$ cat config.mk
export PLATFORM = sky130hd
export DESIGN_NAME = oup_ulpi_link
export DESIGN_NICKNAME = d
export VERILOG_FILES = /design/src/rtl/oup_ulpi_link.sv
export SDC_FILE = /design/constraint.sdc
export NUM_CORES = 1
export LEC_CHECK = 0
export BUFFER_PORTS_ARGS = -buffer_cell sky130_fd_sc_hd__buf_2
export CORE_MARGIN = 10
export CORE_UTILIZATION = 30
export DETAILED_ROUTE_END_ITERATION = 6
export PLACE_DENSITY_LB_ADDON = 0.05
export SLEW_MARGIN = 20
export SYNTH_ARGS = -nofsm -noshare
export SYNTH_HDL_FRONTEND = slang
export SYNTH_SLANG_ARGS = --single-unit
$ cat constraint.sdc
create_clock -name ulpi_clk_i -period 3.22 [get_ports ulpi_clk_i]
set_input_delay 0.644 -clock ulpi_clk_i [delete_from_list [all_inputs] [get_ports ulpi_clk_i]]
set_output_delay 0.644 -clock ulpi_clk_i [all_outputs]
set_load 0.05 [all_outputs]
$ cat src/rtl/oup_ulpi_link.sv
// ULPI link-side sequencer: PHY register write/read, RX CMD capture FIFO, NXT/DIR timeouts.
// Optional macro OUP_ULPI_EXTREG_EN enables extended-register access (0x40-0xFF) via EXTADDR.
module oup_ulpi_link #(
  parameter int RXCMD_DEPTH    = 4,
  parameter int TIMEOUT_CYCLES = 64
) (
  input  logic       ulpi_clk_i,
  input  logic       rst_i,
  input  logic [7:0] ins_instruction_i,
  input  logic       ins_exec_i,
  input  logic       ins_reset_i,
  output logic       ins_busy_o,
  output logic       ins_exec_done_o,
  output logic       ins_exec_aborted_o,
  input  logic [7:0] phyreg_addr_i,
  input  logic [7:0] phyreg_data_i,
  output logic [7:0] phyreg_data_o,
  output logic       phyreg_data_load_o,
  output logic [7:0] rx_cmd_byte_o,
  output logic       rx_cmd_valid_o,
  input  logic       rx_cmd_pop_i,
  output logic       rx_cmd_overflow_o,
  input  logic [7:0] ulpi_data_i,
  output logic [7:0] ulpi_data_o,
  output logic       ulpi_data_oe_o,
  input  logic       ulpi_dir_i,
  output logic       ulpi_stp_o,
  input  logic       ulpi_nxt_i
);
  localparam int AW = $clog2(RXCMD_DEPTH);
  localparam int CW = AW + 1;
  localparam int TW = $clog2(TIMEOUT_CYCLES + 1);
  localparam logic [CW-1:0] FIFO_FULL = CW'(RXCMD_DEPTH);
  localparam logic [TW-1:0] TMO_MAX   = TW'(TIMEOUT_CYCLES);

  localparam logic [2:0] S_IDLE    = 3'd0;
  localparam logic [2:0] S_TXCMD   = 3'd1;
`ifdef OUP_ULPI_EXTREG_EN
  localparam logic [2:0] S_EXTADDR = 3'd2;
`endif
  localparam logic [2:0] S_WDATA   = 3'd3;
  localparam logic [2:0] S_STP     = 3'd4;
  localparam logic [2:0] S_RTURN   = 3'd5;
  localparam logic [2:0] S_RWAIT   = 3'd7;

  logic [2:0]    r_state;
  logic [2:0]    w_state_next;
  logic          r_dir_q;
  logic          r_write;
`ifdef OUP_ULPI_EXTREG_EN
  logic [7:0]    r_addr;
`else
  logic [5:0]    r_addr;
`endif
  logic [7:0]    r_wdata;
  logic          r_pre_abort;
  logic [TW-1:0] r_tmo;
  logic [7:0]    r_rdata;
  logic          r_rdata_load;

  logic [7:0]    r_fifo [RXCMD_DEPTH];
  logic [AW-1:0] r_wr_ptr;
  logic [AW-1:0] r_rd_ptr;
  logic [CW-1:0] r_count;
  logic          r_overflow;

  logic w_srst, w_own, w_dir_rise, w_addr_phase, w_tx_state, w_capture;
  logic w_dir_abort, w_tmo_abort, w_tmo_hit, w_start, w_op_ok, w_addr_ok;
  logic w_push, w_push_ok, w_pop_ok, w_empty, w_full;
  logic [5:0] w_addr_field;
  logic [7:0] w_tx_byte;

  assign w_srst     = rst_i | ins_reset_i;
  assign w_own      = ~ulpi_dir_i & ~r_dir_q;
  assign w_dir_rise = ulpi_dir_i & ~r_dir_q;
  assign w_tmo_hit  = (r_tmo == TMO_MAX);
  assign w_capture  = (r_state == S_RTURN) & ulpi_dir_i & r_dir_q;

`ifdef OUP_ULPI_EXTREG_EN
  logic w_ext;
  assign w_ext        = |r_addr[7:6];
  assign w_addr_phase = (r_state == S_TXCMD) | (r_state == S_EXTADDR);
  assign w_addr_ok    = 1'b1;
  assign w_addr_field = w_ext ? 6'h2F : r_addr[5:0];
`else
  assign w_addr_phase = (r_state == S_TXCMD);
  assign w_addr_ok    = ~|phyreg_addr_i[7:6];
  assign w_addr_field = r_addr[5:0];
`endif

  assign w_tx_state  = w_addr_phase | (r_state == S_WDATA);
  assign w_dir_abort = w_tx_state & w_dir_rise;
  // Timeout counts every cycle spent waiting, regardless of who owns the bus.
  assign w_tmo_abort = w_tmo_hit & ((w_addr_phase & ~(ulpi_nxt_i & w_own))
                                  | ((r_state == S_RTURN) & ~w_capture)
                                  | ((r_state == S_RWAIT) & ulpi_dir_i));

  assign w_start = ins_exec_i & (r_state == S_IDLE) & ~r_pre_abort;
  assign w_op_ok = (ins_instruction_i == 8'h01) | (ins_instruction_i == 8'h02);

  always_comb begin
    w_state_next = r_state;
    case (r_state)
      S_IDLE:  if (w_start & w_op_ok & w_addr_ok) w_state_next = S_TXCMD;
      S_TXCMD: begin
        if (w_dir_abort | w_tmo_abort) w_state_next = S_IDLE;
        else if (ulpi_nxt_i & w_own) begin
`ifdef OUP_ULPI_EXTREG_EN
          if (w_ext) w_state_next = S_EXTADDR; else
`endif
          w_state_next = r_write ? S_WDATA : S_RTURN;
        end
      end
`ifdef OUP_ULPI_EXTREG_EN
      S_EXTADDR: begin
        if (w_dir_abort | w_tmo_abort) w_state_next = S_IDLE;
        else if (ulpi_nxt_i & w_own) w_state_next = r_write ? S_WDATA : S_RTURN;
      end
`endif
      S_WDATA: begin
        if (w_dir_abort) w_state_next = S_IDLE;
        else if (ulpi_nxt_i & w_own) w_state_next = S_STP;
      end
      S_STP:   w_state_next = S_IDLE;
      S_RTURN: begin
        if (w_capture) w_state_next = S_RWAIT;
        else if (w_tmo_abort) w_state_next = S_IDLE;
      end
      S_RWAIT: if (~ulpi_dir_i | w_tmo_abort) w_state_next = S_IDLE;
      default: w_state_next = S_IDLE;
    endcase
  end

  always_comb begin
    w_tx_byte = 8'h00;
    case (r_state)
      S_TXCMD:   w_tx_byte = {1'b1, ~r_write, w_addr_field};
`ifdef OUP_ULPI_EXTREG_EN
      S_EXTADDR: w_tx_byte = r_addr;
`endif
      S_WDATA:   w_tx_byte = r_wdata;
      default:   w_tx_byte = 8'h00;
    endcase
  end

  assign ulpi_data_oe_o     = w_own & (w_tx_state | (r_state == S_STP)) & ~w_tmo_abort;
  assign ulpi_data_o        = ulpi_data_oe_o ? w_tx_byte : 8'h00;
  assign ulpi_stp_o         = (r_state == S_STP);
  assign ins_busy_o         = (r_state != S_IDLE) | r_pre_abort;
  assign ins_exec_done_o    = (r_state == S_STP) | ((r_state == S_RWAIT) & ~ulpi_dir_i);
  assign ins_exec_aborted_o = r_pre_abort | w_dir_abort | w_tmo_abort;
  assign phyreg_data_o      = r_rdata;
  assign phyreg_data_load_o = r_rdata_load;

  always_ff @(posedge ulpi_clk_i) begin
    if (w_srst) begin
      r_state      <= S_IDLE;
      r_dir_q      <= 1'b0;
      r_write      <= 1'b0;
      r_addr       <= '0;
      r_wdata      <= 8'h00;
      r_pre_abort  <= 1'b0;
      r_tmo        <= '0;
      r_rdata      <= 8'h00;
      r_rdata_load <= 1'b0;
    end else begin
      r_state      <= w_state_next;
      r_dir_q      <= ulpi_dir_i;
      r_pre_abort  <= w_start & ~(w_op_ok & w_addr_ok);
      r_rdata_load <= w_capture;
      if (w_start) begin
        r_write <= (ins_instruction_i == 8'h01);
        r_addr  <= phyreg_addr_i[$bits(r_addr)-1:0];
        r_wdata <= phyreg_data_i;
      end
      if (w_capture) r_rdata <= ulpi_data_i;
      // RTURN and RWAIT share one budget, so the count carries across that edge.
      if ((w_state_next != r_state) && !(r_state == S_RTURN && w_state_next == S_RWAIT))
        r_tmo <= '0;
      else if (!w_tmo_hit)
        r_tmo <= r_tmo + 1'b1;
    end
  end

  assign w_empty   = (r_count == '0);
  assign w_full    = (r_count == FIFO_FULL);
  assign w_push    = ulpi_dir_i & r_dir_q & ~ulpi_nxt_i & ~w_capture;
  assign w_pop_ok  = rx_cmd_pop_i & ~w_empty;
  assign w_push_ok = w_push & (~w_full | w_pop_ok);

  assign rx_cmd_valid_o    = ~w_empty;
  assign rx_cmd_byte_o     = w_empty ? 8'h00 : r_fifo[r_rd_ptr];
  assign rx_cmd_overflow_o = r_overflow;

  always_ff @(posedge ulpi_clk_i) begin
    if (w_push_ok) r_fifo[r_wr_ptr] <= ulpi_data_i;
  end

  always_ff @(posedge ulpi_clk_i) begin
    if (w_srst) begin
      r_wr_ptr   <= '0;
      r_rd_ptr   <= '0;
      r_count    <= '0;
      r_overflow <= 1'b0;
    end else begin
      if (w_push_ok) r_wr_ptr <= r_wr_ptr + 1'b1;
      if (w_pop_ok)  r_rd_ptr <= r_rd_ptr + 1'b1;
      if (w_push_ok & ~w_pop_ok)      r_count <= r_count + 1'b1;
      else if (~w_push_ok & w_pop_ok) r_count <= r_count - 1'b1;
      if (w_push & w_full & ~w_pop_ok) r_overflow <= 1'b1;
    end
  end
endmodule

# Word level (Yosys, flattened, before mapping)

Memories as Yosys holds them, arrays and structs flattened. A register that Yosys moved wholly into a read port is not among the register bits.
Cells that the tools add are included.

Add/sub/neg operators: 5
Eq/ne operators: 11
Mux-type cells: 19
Bitwise gates (word level): 54
Reductions and logical operators: 10

Operators by type and width:

| operator                                                              | number |
|---|---|
| 3-bit two-way mux                                                     | 11 |
| 1-bit AND                                                             | 28 |
| 8-bit two-way mux                                                     | 2 |
| 8-bit one-hot mux with 2 select lines                                 | 1 |
| 3-bit equality test, second input constant                            | 5 |
| 3-bit one-hot mux with 5 select lines                                 | 1 |
| 1-bit inverter                                                        | 13 |
| 1-bit OR                                                              | 13 |
| 8-bit by 1-bit equality test with 1-bit output, second input constant | 1 |
| 8-bit by 2-bit equality test with 1-bit output, second input constant | 1 |
| 7-bit by 1-bit adder with 7-bit output, second input constant         | 1 |
| 7-bit equality test, second input constant                            | 1 |
| 3-bit logical NOT                                                     | 2 |
| 2-bit by 1-bit adder with 2-bit output, second input constant         | 2 |
| 2-bit two-way mux                                                     | 2 |
| 2-bit OR reduction                                                    | 2 |
| 3-bit by 1-bit adder with 3-bit output, second input constant         | 1 |
| 3-bit by 1-bit equality test with 1-bit output, second input constant | 1 |
| 3-bit by 2-bit equality test with 1-bit output, second input constant | 1 |
| 3-bit inequality test                                                 | 1 |
| 3-bit nonzero test                                                    | 1 |
| 3-bit by 1-bit subtractor with 3-bit output, second input constant    | 1 |
| 1-bit logical AND                                                     | 2 |
| 1-bit logical NOT                                                     | 2 |
| other kinds (2)                                                       | 3 |

Bits in registers: 44
RAM bits: 32
Input bits: 39
Output and inout bits: 32
Memories: 1

Memories:

| memory | depth | width | rd ports | clocked after memory_dff | write ports | RTL line | RTL |
|---|---|---|---|---|---|---|---|
| r_fifo | 4     | 8     | 1        | 1                        | 1           | 61       | `logic [7:0] r_fifo [RXCMD_DEPTH];` |

# Logic depth before layout (Yosys ltp)

Gate-level depths: netlist of the first run.

Depth after elaboration: 16
Mapped depth: 10
Depth with buffers taken out: 9

# Worst setup path before layout of the first run

OpenSTA, ideal clock, no wires.

Path type: input -> output
From: in ulpi_nxt_i
To: out ulpi_data_o[7]
Data arrival time: 2.397 ns
Required time: 2.576 ns
Slack: 0.179 ns
Stages: 7
Path buffers: 1
Path through: buf_2 > nor4b_1 > a41o_1 > nor2_1 > and3_1 > nand3b_4 > a21oi_1

Word-level cells in the longest chain between the ends: 9

RTL lines:

| item              | RTL line | RTL |
|---|---|---|
| start, declared   | 28       | `input logic ulpi_nxt_i` |
| 1-bit AND         | 94       | `assign w_tmo_abort = w_tmo_hit & ((w_addr_phase & ~(ulpi_nxt_i & w_own))` |
| 1-bit inverter    | 94       |  |
| 1-bit AND         | 94       |  |
| 1-bit OR          | 95       | `\| ((r_state == S_RTURN) & ~w_capture)` |
| 1-bit OR          | 96       | `\| ((r_state == S_RWAIT) & ulpi_dir_i));` |
| 1-bit AND         | 94       |  |
| 1-bit inverter    | 146      | `assign ulpi_data_oe_o = w_own & (w_tx_state \| (r_state == S_STP)) & ~w_tmo_abort;` |
| 1-bit AND         | 146      |  |
| 8-bit two-way mux | 147      | `assign ulpi_data_o = ulpi_data_oe_o ? w_tx_byte : 8'h00;` |
| end, declared     | 24       | `output logic [7:0] ulpi_data_o,` |

Every way passes these cells.

# Worst setup path after layout of the first run

From: in ulpi_dir_i
To: out ulpi_data_o[6]

Word-level cells in the longest chain between the ends: 11
Elaborated cells on any way between the ends: 17
Classes of those cells: 1 x mux; 16 x bitwise

RTL lines:

| item                  | RTL line | RTL |
|---|---|---|
| start, declared       | 26       | `input logic ulpi_dir_i,` |
| 1-bit inverter        | 74       | `assign w_own = ~ulpi_dir_i & ~r_dir_q;` |
| 1-bit AND             | 74       |  |
| 1-bit AND             | 94       |  |
| 1-bit inverter        | 94       |  |
| 1-bit AND             | 94       |  |
| 1-bit OR              | 95       |  |
| 1-bit OR              | 96       |  |
| 1-bit AND             | 94       |  |
| 1-bit inverter        | 146      |  |
| 1-bit AND (*)         | 146      |  |
| 8-bit two-way mux (*) | 147      |  |

Every way passes the cells marked *; elsewhere a longest branch is shown, timed or not.

==> metrics.md, run 1 <==
| Metric | Value |
|---|---|
| Critical Path RT | 2580 ps |
| Post-CTS sizing | 0 |
| Hold WC Path Type | register to register |
| Final antenna-violating net count | 0 |
| Cell Count, Final, Fillers Out | ~550 |
| CTS Buf Count | 9 |
| Synth Net Count | 377 |
| Final WL | 8530 um |
| Via count | 2516 |
| Clk Tree Root Cell | clkbuf_16 |
| Number of port buffers | 70 |
| Initial antenna violation count | 0 |
| Cell area after synthesis | roughly 3500 um2 |
| Library cells used by synthesis | 45 |
| Die Span Y | 128 um |
| Ys flop type | dfxtp_1 |
| Fin nets | 444 |
| Leak | 1.66 nW |
| Max VDD drop | approximately 0.19 mV |
| Die area | around 16000 um2 |
| Final min period | 2860 ps |
| Syn-to-layout area delta | 22.5% |
| Max cap viols | 0 |
| Fraction of registers with async set/reset | 0 |
| Total core area | 11400 um2 |
| Syn avg cell area | 10.6 um2 |
| EDFF count, synth | 32 |
| Clock Tree Buf Depth | 2 |
| Commonest non-fill, non-tap cell in the layout | buf_2 |
| Unrepaired setup endpoints after global routing | no |
| Worst Reg-to-Reg Cells | 8 |
| CTS tree | done |
| Placed Cells | about 530 |
| Utilization after layout | 0.376 |
| Cell count after synthesis | 330 |
| Initial drt markers | roughly 160 |
| DRC viols | 0 |
| R2R setup slack | 760 ps |
| Initial Util | 0.307 |
| Hold Path End | r_addr[4]$_SDFFE_PP0P_ |
| Worst-path clk slew | 60 ps |
| RR Startpoint | r_dir_q$_SDFF_PP0_ |
| Crit path max-delay cell type | nor4b_1 |
| CP bufs+invs | 2 |
| Sequential area share after synthesis | 0.537 |
| Ports | 71 |
| Final HPWL DP | ~6000 um |
| DRT Pass-1 Iters | 4 |
| Yosys warns | 0 |
| Slew Limit Fails | 0 |
| Worst-path fanout max | 13 |
| Gp weighted congestion | 0.766 |
| Power per cell area | 519 nW/um2 |
| Number of global-route vias before repair | 2647 |
| CTS Hold Buffers Added | 0 |
| Htree depth | 3 |
| Slew HR | 0.503 |
| #FFs+latches synth | between 70 and 80 |
| Max stage delay on crit path | 310 ps |
| Arrival @ worst endpoint | 2210 ps |
| Largest net degree at the start of global routing | 36 |
| Antenna Cells | 0 |
| CP cell instances | buf_2 -> nor4b_1 -> a41o_1 -> nor2_1 -> and3_1 -> nand3b_4 -> nor2_1 -> buf_2 |
| Most frequent cells in the layout | 70 x buf_2, 55 x nand2_1, 46 x dfxtp_1 |
| Clk Latency, worst-skew pair | 330 ps |
| Worst Setup Start Kind | input port |
| Crit Path Class | input port to output pin |
| # rows | 39 |
| Hold Path Depth | 2 |
| Cell family with most CP delay | simple AND/OR/NAND/NOR gates |
| Final setup TNS | 0 ps |
| Vias per std cell | between 4 and 5 |
| First-pass GRT wire length | between 10000 and 15000 um |
| Die Wd | 128 um |
| Postcts setup bufs | 0 |
| Layout cells sized above 1 | 0.266 |
| Post-route clock period utilization | 0.887 |
| Critical Path Source | ulpi_dir_i |
| Clock skew | 6.08 ps |
| Worst setup EP type | output pin |
| Final hold violations | 0 |
| WL per Instance | 15.7 um |
| R2r endpoint | r_count[2]$_SDFFE_PP0P_ |
| Slew @ Worst Pin | 743 ps |
| Grt ovf | 0 |
| CTS sink cnt | 78 |
| GRT Util Overall | 0.107 |
| Maximum clock rate | around 350 MHz |
| Status | finished clean |
| Final setup violation count | 0 |
| Hold_sp | r_addr[4]$_SDFFE_PP0P_ |
-- registers in the layout (all words and copies together) (netlist names), 2 cells and up, named ones only --
name and cells:
r_wdata 8, r_wr_ptr 2, r_count 3, r_tmo 7, r_state 3, r_addr 6
r_fifo 32, phyreg_data_o 8, r_rd_ptr 2
-- layer usage --
| layer | vias to the layer above | GRT usage | wire length (um) |
|---|---|---|---|
| met5 | - | 0 | 0 |
| li1 | 1282 | - | - |
| met2 | 54 | 0.167 | 3910 |
| met1 | 1168 | 0.135 | 4090 |
| met3 | 12 | 0.0289 | 372 |
| met4 | 0 | 0.0477 | 157 |
-- power breakdown --
group / switching, mW / internal [mW]
Combinational: 0.0767 / 0.0419
Sequential: 0.00798 / 1.04
Clock: 0.389 / 0.676
-- worst min-delay path: cells and delay by family, from the launching register on --
kind,cells,cell delay (ps)
DFF,1,310
and+or+nand+nor,1,50
AOI/OAI and AO/OA,1,50
-- layout make-up --
type | count | area (um2)
Sequential cell | 78 | 1880
Fill cell | 1175 | 7130
Tap cell | 143 | 179
Inverter | 10 | 37.5
Timing Repair Buffer | 73 | 373
Clock inverter | 6 | 86.3
Multi-Input combinational cell | 225 | 1510
Clock buffer | 10 | 229
-- cell usage after synthesis, drive strengths merged, types with 2 or more instances --
master | n | area [um2]
a21oi | 29 | 145
nor2 | 37 | 139
a41o | 2 | 20.0
nor2b | 4 | 25.0
xnor2 | 2 | 17.5
nand3 | 10 | 67.6
mux2i | 8 | 80.1
inv | 10 | 37.5
nand4 | 3 | 18.8
o21a | 2 | 15.0
or3 | 3 | 18.8
mux4 | 8 | 180
nor4b | 2 | 17.5
nand2 | 55 | 206
o21bai | 2 | 15.0
edfxtp | 32 | 961
and2 | 15 | 93.8
and3 | 3 | 18.8
dfxtp | 46 | 921
clkbuf | 8 | 30.0
ha | 7 | 87.6
buf | 9 | 47.6
nor4 | 4 | 61.3
o21ai | 5 | 36.3
xor2 | 10 | 87.6
-- cell families after synthesis --
logic type,Yosys count,share of synthesized area
buffers and inverters,27,0.0329
XOR/XNOR,12,0.0300
adder cells (fa/ha/maj),8,0.0307
AO/OA/AOI/OAI,49,0.0932
multiplexers,16,0.0743
flip-flops,78,0.537
AND/OR/NAND/NOR,140,0.202
-- worst max-delay path by stage --
stage                          end  cells after the start
floorplan           ulpi_data_o[7]                      7
global placement    ulpi_data_o[7]                      8
detailed placement  ulpi_data_o[7]                      8
CTS                 ulpi_data_o[7]                      8
global route        ulpi_data_o[6]                      8
finish              ulpi_data_o[6]                      8
-- stage by stage --
stage | power [mW] | setup slack [ps] | hold slack, ps | cell area, um2
2_1_floorplan | 1.14 | 179 | 433 | 3500
3_3_place_gp | 1.19 | 406 | 444 | 3980
6_report | 2.23 | 363 | 455 | 4290
5_1_grt | 2.32 | 244 | 474 | 4290
3_5_place_dp | 1.19 | 375 | 447 | 3980
4_1_cts | 2.26 | 366 | 457 | 4290
(Power assumes the default switching activity.)
==> run 2: changes to the inputs <==
Settings changed: CORE_MARGIN 10 to unset.
==> run 2 against run 1 <==
Effect of this change:
- register-to-register slack is essentially flat
- global-route usage grew 3.7 points
- final area shrank 0.38%
- clock skew shrank 0.76 ps
- cell count grew 0.18%
- die area shrank 26%
- sequential cell count is the same
- wire length shrank 7.0%
- via count grew 0.72%
==> metrics.md, run 2 (same netlist as run 1, synthesis figures left out) <==
| Metric | Value |
|---|---|
| Post-route clock period utilization | 0.878 (-0.00938) |
| R2R setup slack | 770 ps (about the same) |
| Max reg flops | 32 (unchanged) |
| Final antenna-violating net count | 0 (unchanged) |
| Via count | 2534 (+0.72%) |
| Hold_ws | 453 ps (-1.82 ps) |
| Clk Tree Root Cell | clkbuf_16 |
| Final setup violation count | 0 (unchanged) |
| Gp weighted congestion | 0.755 (-1.4%) |
| Slew @ Worst Pin | 735 ps (-7.94 ps) |
| Antenna Cells | 0 (unchanged) |
| Number of port buffers | 70 (unchanged) |
| Power per cell area | 504 nW/um2 (-3.0%) |
| Commonest non-fill, non-tap cell in the layout | buf_2 |
| Syn-to-layout area delta | 22.1% |
| Htree depth | 3 (unchanged) |
| Final HPWL DP | 5510 um (-10%) |
| Post-CTS sizing | 0 (unchanged) |
| First-pass GRT wire length | 12800 um (-7.3%) |
| Ports | 71 (unchanged) |
| Fin nets | 445 (+0.23%) |
| CTS Buf Count | 9 (unchanged) |
| DRC viols | 0 (unchanged) |
| Initial Util | 0.307 (unchanged) |
| Hold WC Path Type | register to register |
| Largest Register | r_fifo |
| Worst-path fanout max | 13 (unchanged) |
| Maximum clock rate | 354 MHz (+1.1%) |
| Largest net degree at the start of global routing | 36 (unchanged) |
| Vias per std cell | 4.64 (+0.53%) |
| Leak | 1.67 nW (+0.41%) |
| Cell Count, Final, Fillers Out | 546 (+0.18%) |
| Max cap viols | 0 (unchanged) |
| Die area | 12100 um2 (-26%) |
| Number of global-route vias before repair | 2416 (-8.7%) |
| Slew HR | 0.503 (about the same) |
| Initial drt markers | 91 (-42%) |
| Fill count | 1217 (+3.6%) |
| # rows | 39 (unchanged) |
| Final WL | 7940 um (-7.0%) |
| Worst-path clk slew | 60 ps (about the same) |
| Die Span Y | 110 um (-14%) |
| CTS sink cnt | 78 (unchanged) |
| Status | finished clean |
| Clk Latency, worst-skew pair | 330 ps (about the same) |
| Worst Setup Start Kind | input port |
| Grt ovf | 0 (unchanged) |
| Clock Tree Buf Depth | 2 (unchanged) |
| WL per Instance | 14.5 um (-7.1%) |
| Utilization after layout | 0.374 (-0.00142) |
| DRT Pass-1 Iters | 4 (unchanged) |
| Worst setup EP type | output pin |
| Tot Pwr | 2.15 mW (-3.4%) |
| Postcts setup bufs | 0 (unchanged) |
| Total core area | 11400 um2 (unchanged) |
| Arrival @ worst endpoint | 2180 ps (-30 ps) |
| Final setup TNS | 0 ps (unchanged) |
| CTS tree | done |
| Max VDD drop | 0.187 mV (-0.55%) |
| Most frequent cells in the layout | 70 x buf_2, 55 x nand2_1, 46 x dfxtp_1 |
| Final hold violations | 0 (unchanged) |
| GRT Util Overall | 0.144 (+0.0368) |
| CTS Hold Buffers Added | 0 (unchanged) |
| Unrepaired setup endpoints after global routing | no |
| Slew Limit Fails | 0 (unchanged) |
| Die Wd | 110 um (-14%) |
| Initial antenna violation count | 0 (unchanged) |
| Clock skew | 5.31 ps (-0.764 ps) |
| Layout cells sized above 1 | 0.268 (+0.00182) |
| Placed Cells | 530 (+0.19%) |
| Crit Path Class | input port to output pin |
| Final min period | 2830 ps (-30.2 ps) |
| Critical Path RT | 2580 ps (about the same) |
run 2: path summary, 6_finish.rpt:
path                        endpoint  cells after the start               startpoint
max                   ulpi_data_o[6]                      8               ulpi_dir_i
max reg2reg  r_count[2]$_SDFFE_PP0P_                      8    r_state[2]$_SDFF_PP0_
min reg2reg  r_wdata[7]$_SDFFE_PP0P_                      2  r_wdata[7]$_SDFFE_PP0P_
min          r_wdata[7]$_SDFFE_PP0P_                      2  r_wdata[7]$_SDFFE_PP0P_
run 2: where the power goes:
group	total (mW)	internal [mW]	switching (mW)
Combinational	0.117	0.0418	0.0753
Sequential	1.05	1.04	0.00836
Clock	0.991	0.599	0.392
run 2: layout make-up:
type | instances | area (um2) | share of cell area
clock buffer | 10 | 229 | 0.0536
clock inverter | 6 | 62.6 | 0.0146
inverter | 10 | 37.5 | 0.00878
multi-input combinational | 225 | 1510 | 0.352
sequential | 78 | 1880 | 0.440
tap | 143 | 179 | 0.0418
timing repair buffer | 74 | 380 | 0.0890
run 2: critical path, cell delays in order:
cell	delay, ps
buf_2	180
nor4b_1	300
a41o_1	170
nor2_1	60
and3_1	190
nand3b_4	210
nor2_1	150
buf_2	270
run 2: through the flow:
| stage | cell area (um2) | setup slack [ps] |
|---|---|---|
| after floorplan | 3500 | 179 |
| after CTS | 4280 | 347 |
| after detailed placement | 3980 | 354 |
| final | 4280 | 393 |
| after global placement | 3980 | 414 |
| after global routing | 4280 | 226 |
run 2: per-layer routing:
layer,global-route usage,share of wire,up-vias
met5,0,0,-
met4,0.0714,0.020,0
met3,0.0276,0.040,13
met2,0.225,0.47,60
met1,0.189,0.47,1176
li1,-,-,1285
==> run 3: changes to the inputs <==
Settings changed: GPL_TIMING_DRIVEN set to 0, REMOVE_ABC_BUFFERS set to 1.
Clock period 3.22 ns to 2.8 ns, I/O delays scaled along.
==> run 3 against run 2 <==
Effect of this change:
- worst hold slack about the same
- sequential cell count unchanged
- die area unchanged
- cell count increased by 0.18%
- utilization rose by 0.18 points
- count of clock-buffer cells in the layout unchanged
- critical endpoint is now ulpi_data_o[3]
- worst setup slack worse by 250 ps
==> metrics.md, run 3 (same netlist as run 1, synthesis figures left out) <==
| Metric | Value |
|---|---|
| CTS tree | done |
| Final hold violations | 0 (unchanged) |
| Vias per std cell | 4.68 (+0.84%) |
| Worst Setup Start Kind | register |
| Post-route clock period utilization | 0.947 |
| Max VDD drop | 0.341 mV (+83%) |
| Placed Cells | 526 (-0.75%) |
| Number of global-route vias before repair | 2486 (+2.9%) |
| Gate power share | 0.057 (+0.003) |
| Critical Path RT | 2240 ps (-340 ps) |
| Clk Tree Root Cell | clkbuf_16 |
| Largest net degree at the start of global routing | 36 (unchanged) |
| First-pass GRT wire length | 12500 um (-2.7%) |
| Htree depth | 3 (unchanged) |
| Max reg flops | 32 (unchanged) |
| Unrepaired setup endpoints after global routing | no |
| Sequential share of power | 0.505 (+0.019) |
| Largest Register | r_fifo |
| R2r endpoint | r_count[2]$_SDFFE_PP0P_ |
| # rows | 39 (unchanged) |
| Antenna Cells | 0 (unchanged) |
| CTS Hold Buffers Added | 0 (unchanged) |
| Max cap viols | 0 (unchanged) |
| Most frequent cells in the layout | 63 x buf_2, 55 x nand2_1, 43 x dfxtp_1 |
| Worst setup EP type | output pin |
| WL per Instance | 14.2 um (-2.4%) |
| R2R setup slack | 170 ps (-600 ps) |
| GRT Util Overall | 0.140 (-0.00330) |
| Hold_sp | r_wdata[6]$_SDFFE_PP0P_ |
| Initial antenna violation count | 0 (unchanged) |
| Die Wd | 110 um (unchanged) |
| DRC viols | 0 (unchanged) |
| Die area | 12100 um2 (unchanged) |
| Final setup TNS | 0 ps (unchanged) |
| Slew HR | 0.514 (+0.0114) |
| DRT Pass-1 Iters | 6 (+2) |
| Slew @ Worst Pin | 729 ps (-6.69 ps) |
| Worst-path clk slew | 60 ps (about the same) |
| Arrival @ worst endpoint | 2090 ps (-90 ps) |
| CTS sink cnt | 78 (unchanged) |
| Internal | 1.84 mW (+9.4%) |
| Worst-path fanout max | 8 (-5) |
| CP cell instances | inv_1 -> ha_1 -> nand3_4 -> nor2_2 -> and3_1 -> nand3b_4 -> nor2_1 -> buf_4 |
| Clk network pwr share | 0.439 (-0.021) |
| Power per cell area | 555 nW/um2 (+10%) |
| RR Startpoint | r_state[0]$_SDFF_PP0_ |
| Commonest non-fill, non-tap cell in the layout | buf_2 |
| Worst Reg-to-Reg Cells | 9 (+1) |
| Fin nets | 446 (+0.22%) |
| Number of port buffers | 70 (unchanged) |
| Cell Count, Final, Fillers Out | 547 (+0.18%) |
| Final antenna-violating net count | 0 (unchanged) |
| Leak | 1.65 nW (-1.2%) |
| Final HPWL DP | 5370 um (-2.6%) |
| Hold_ws | 453 ps (-0.403 ps) |
| Layout cells sized above 1 | 0.282 (+0.0142) |
| Hold Path End | r_wdata[6]$_SDFFE_PP0P_ |
| Clk Latency, worst-skew pair | 330 ps (about the same) |
| Via count | 2560 (+1.0%) |
| Clock skew | 3.58 ps (-1.73 ps) |
| CTS Buf Count | 9 (unchanged) |
| Maximum clock rate | 377 MHz |
| Hold Path Depth | 2 (unchanged) |
| Slew Limit Fails | 0 (unchanged) |
| Status | finished clean |
| Initial Util | 0.307 (unchanged) |
| NetSw | 0.547 mW (+15%) |
| Gp weighted congestion | 0.757 (+0.34%) |
| Final min period | roughly 2700 ps |
| Fill count | 1194 (-1.9%) |
| Switching fraction of total power | 0.230 (+0.00876) |
| Final WL | 7760 um (-2.2%) |
| Final instance area | 4300 um2 (+0.47%) |
| Syn-to-layout area delta | 22.7% |
| Total core area | 11400 um2 (unchanged) |
| Clock Tree Buf Depth | 2 (unchanged) |
| Crit Path Class | register to output pin |
| Ports | 71 (unchanged) |
| Initial drt markers | 88 (-3.3%) |
| Max stage delay on crit path | 430 ps (+130 ps) |
| Hold WC Path Type | register to register |
| Crit path max-delay cell type | dfxtp_1 |
| Placed instance area | 3950 um2 (-0.75%) |
| Tot Pwr | 2.38 mW (+11%) |
| Grt ovf | 0 (unchanged) |
| Die Span Y | 110 um (unchanged) |
| Final setup violation count | 0 (unchanged) |
run 3: power by group through the flow:
stage	Combinational, mW	Sequential [mW]	Clock (mW)
floorplan	0.0765	1.23	0
global placement	0.137	1.23	0
detailed placement	0.138	1.23	0
CTS	0.138	1.20	1.09
global route	0.153	1.20	1.13
finish	0.135	1.20	1.05
run 3: timing repair:
action / CTS / global route
pin swaps: 0 / 1
resized for setup: 7 / 7
buffers inserted: 0 / 5
endpoints found under the setup margin: 11 / 8
run 3: worst max-delay path: cells and delay by family, from the launching register on:
kind	cells	cell delay [ps]
simple gates	5	810
flops	1	430
buf+inv	2	290
fa+ha+maj	1	240
run 3: per-layer routing:
metal  part of all wire  global-route usage
met1               0.45               0.160
met2               0.49               0.242
met3              0.046              0.0488
met4              0.017              0.0505
met5                  0                   0
run 3: worst max path at each step:
stage / to / start / slack (ps) / cells past startpoint
final: ulpi_data_o[3] / r_tmo[0]$_SDFFE_PP0P_ / 150 / 8
after global routing: ulpi_data_o[6] / r_tmo[0]$_SDFFE_PP0P_ / 8 / 8
after CTS: ulpi_data_o[7] / r_dir_q$_SDFF_PP0_ / 30 / 7
after detailed placement: r_count[2]$_SDFFE_PP0P_ / r_state[1]$_SDFF_PP0_ / -260 / 9
after global placement: r_count[2]$_SDFFE_PP0P_ / r_state[1]$_SDFF_PP0_ / -250 / 9
after floorplan: ulpi_data_o[7] / ulpi_dir_i / 60 / 6
run 3: final cells by class:
class / count / area, um2 / share of cell area
flip-flops and latches: 78 / 1890 / 0.440
inverters: 10 / 37.5 / 0.00874
clock buffers: 10 / 229 / 0.0533
repair buffers: 75 / 405 / 0.0944
clock inverters: 6 / 38.8 / 0.00903
multi-input cells: 225 / 1520 / 0.353
well taps: 143 / 179 / 0.0417
run 3: stage by stage:
stage | setup slack [ps] | utilization
after CTS | 25.4 | 0.371
after global placement | -254 | 0.346
final | 148 | 0.376
after detailed placement | -258 | 0.346
after floorplan | 57.5 | -
after global routing | 8.35 | 0.376
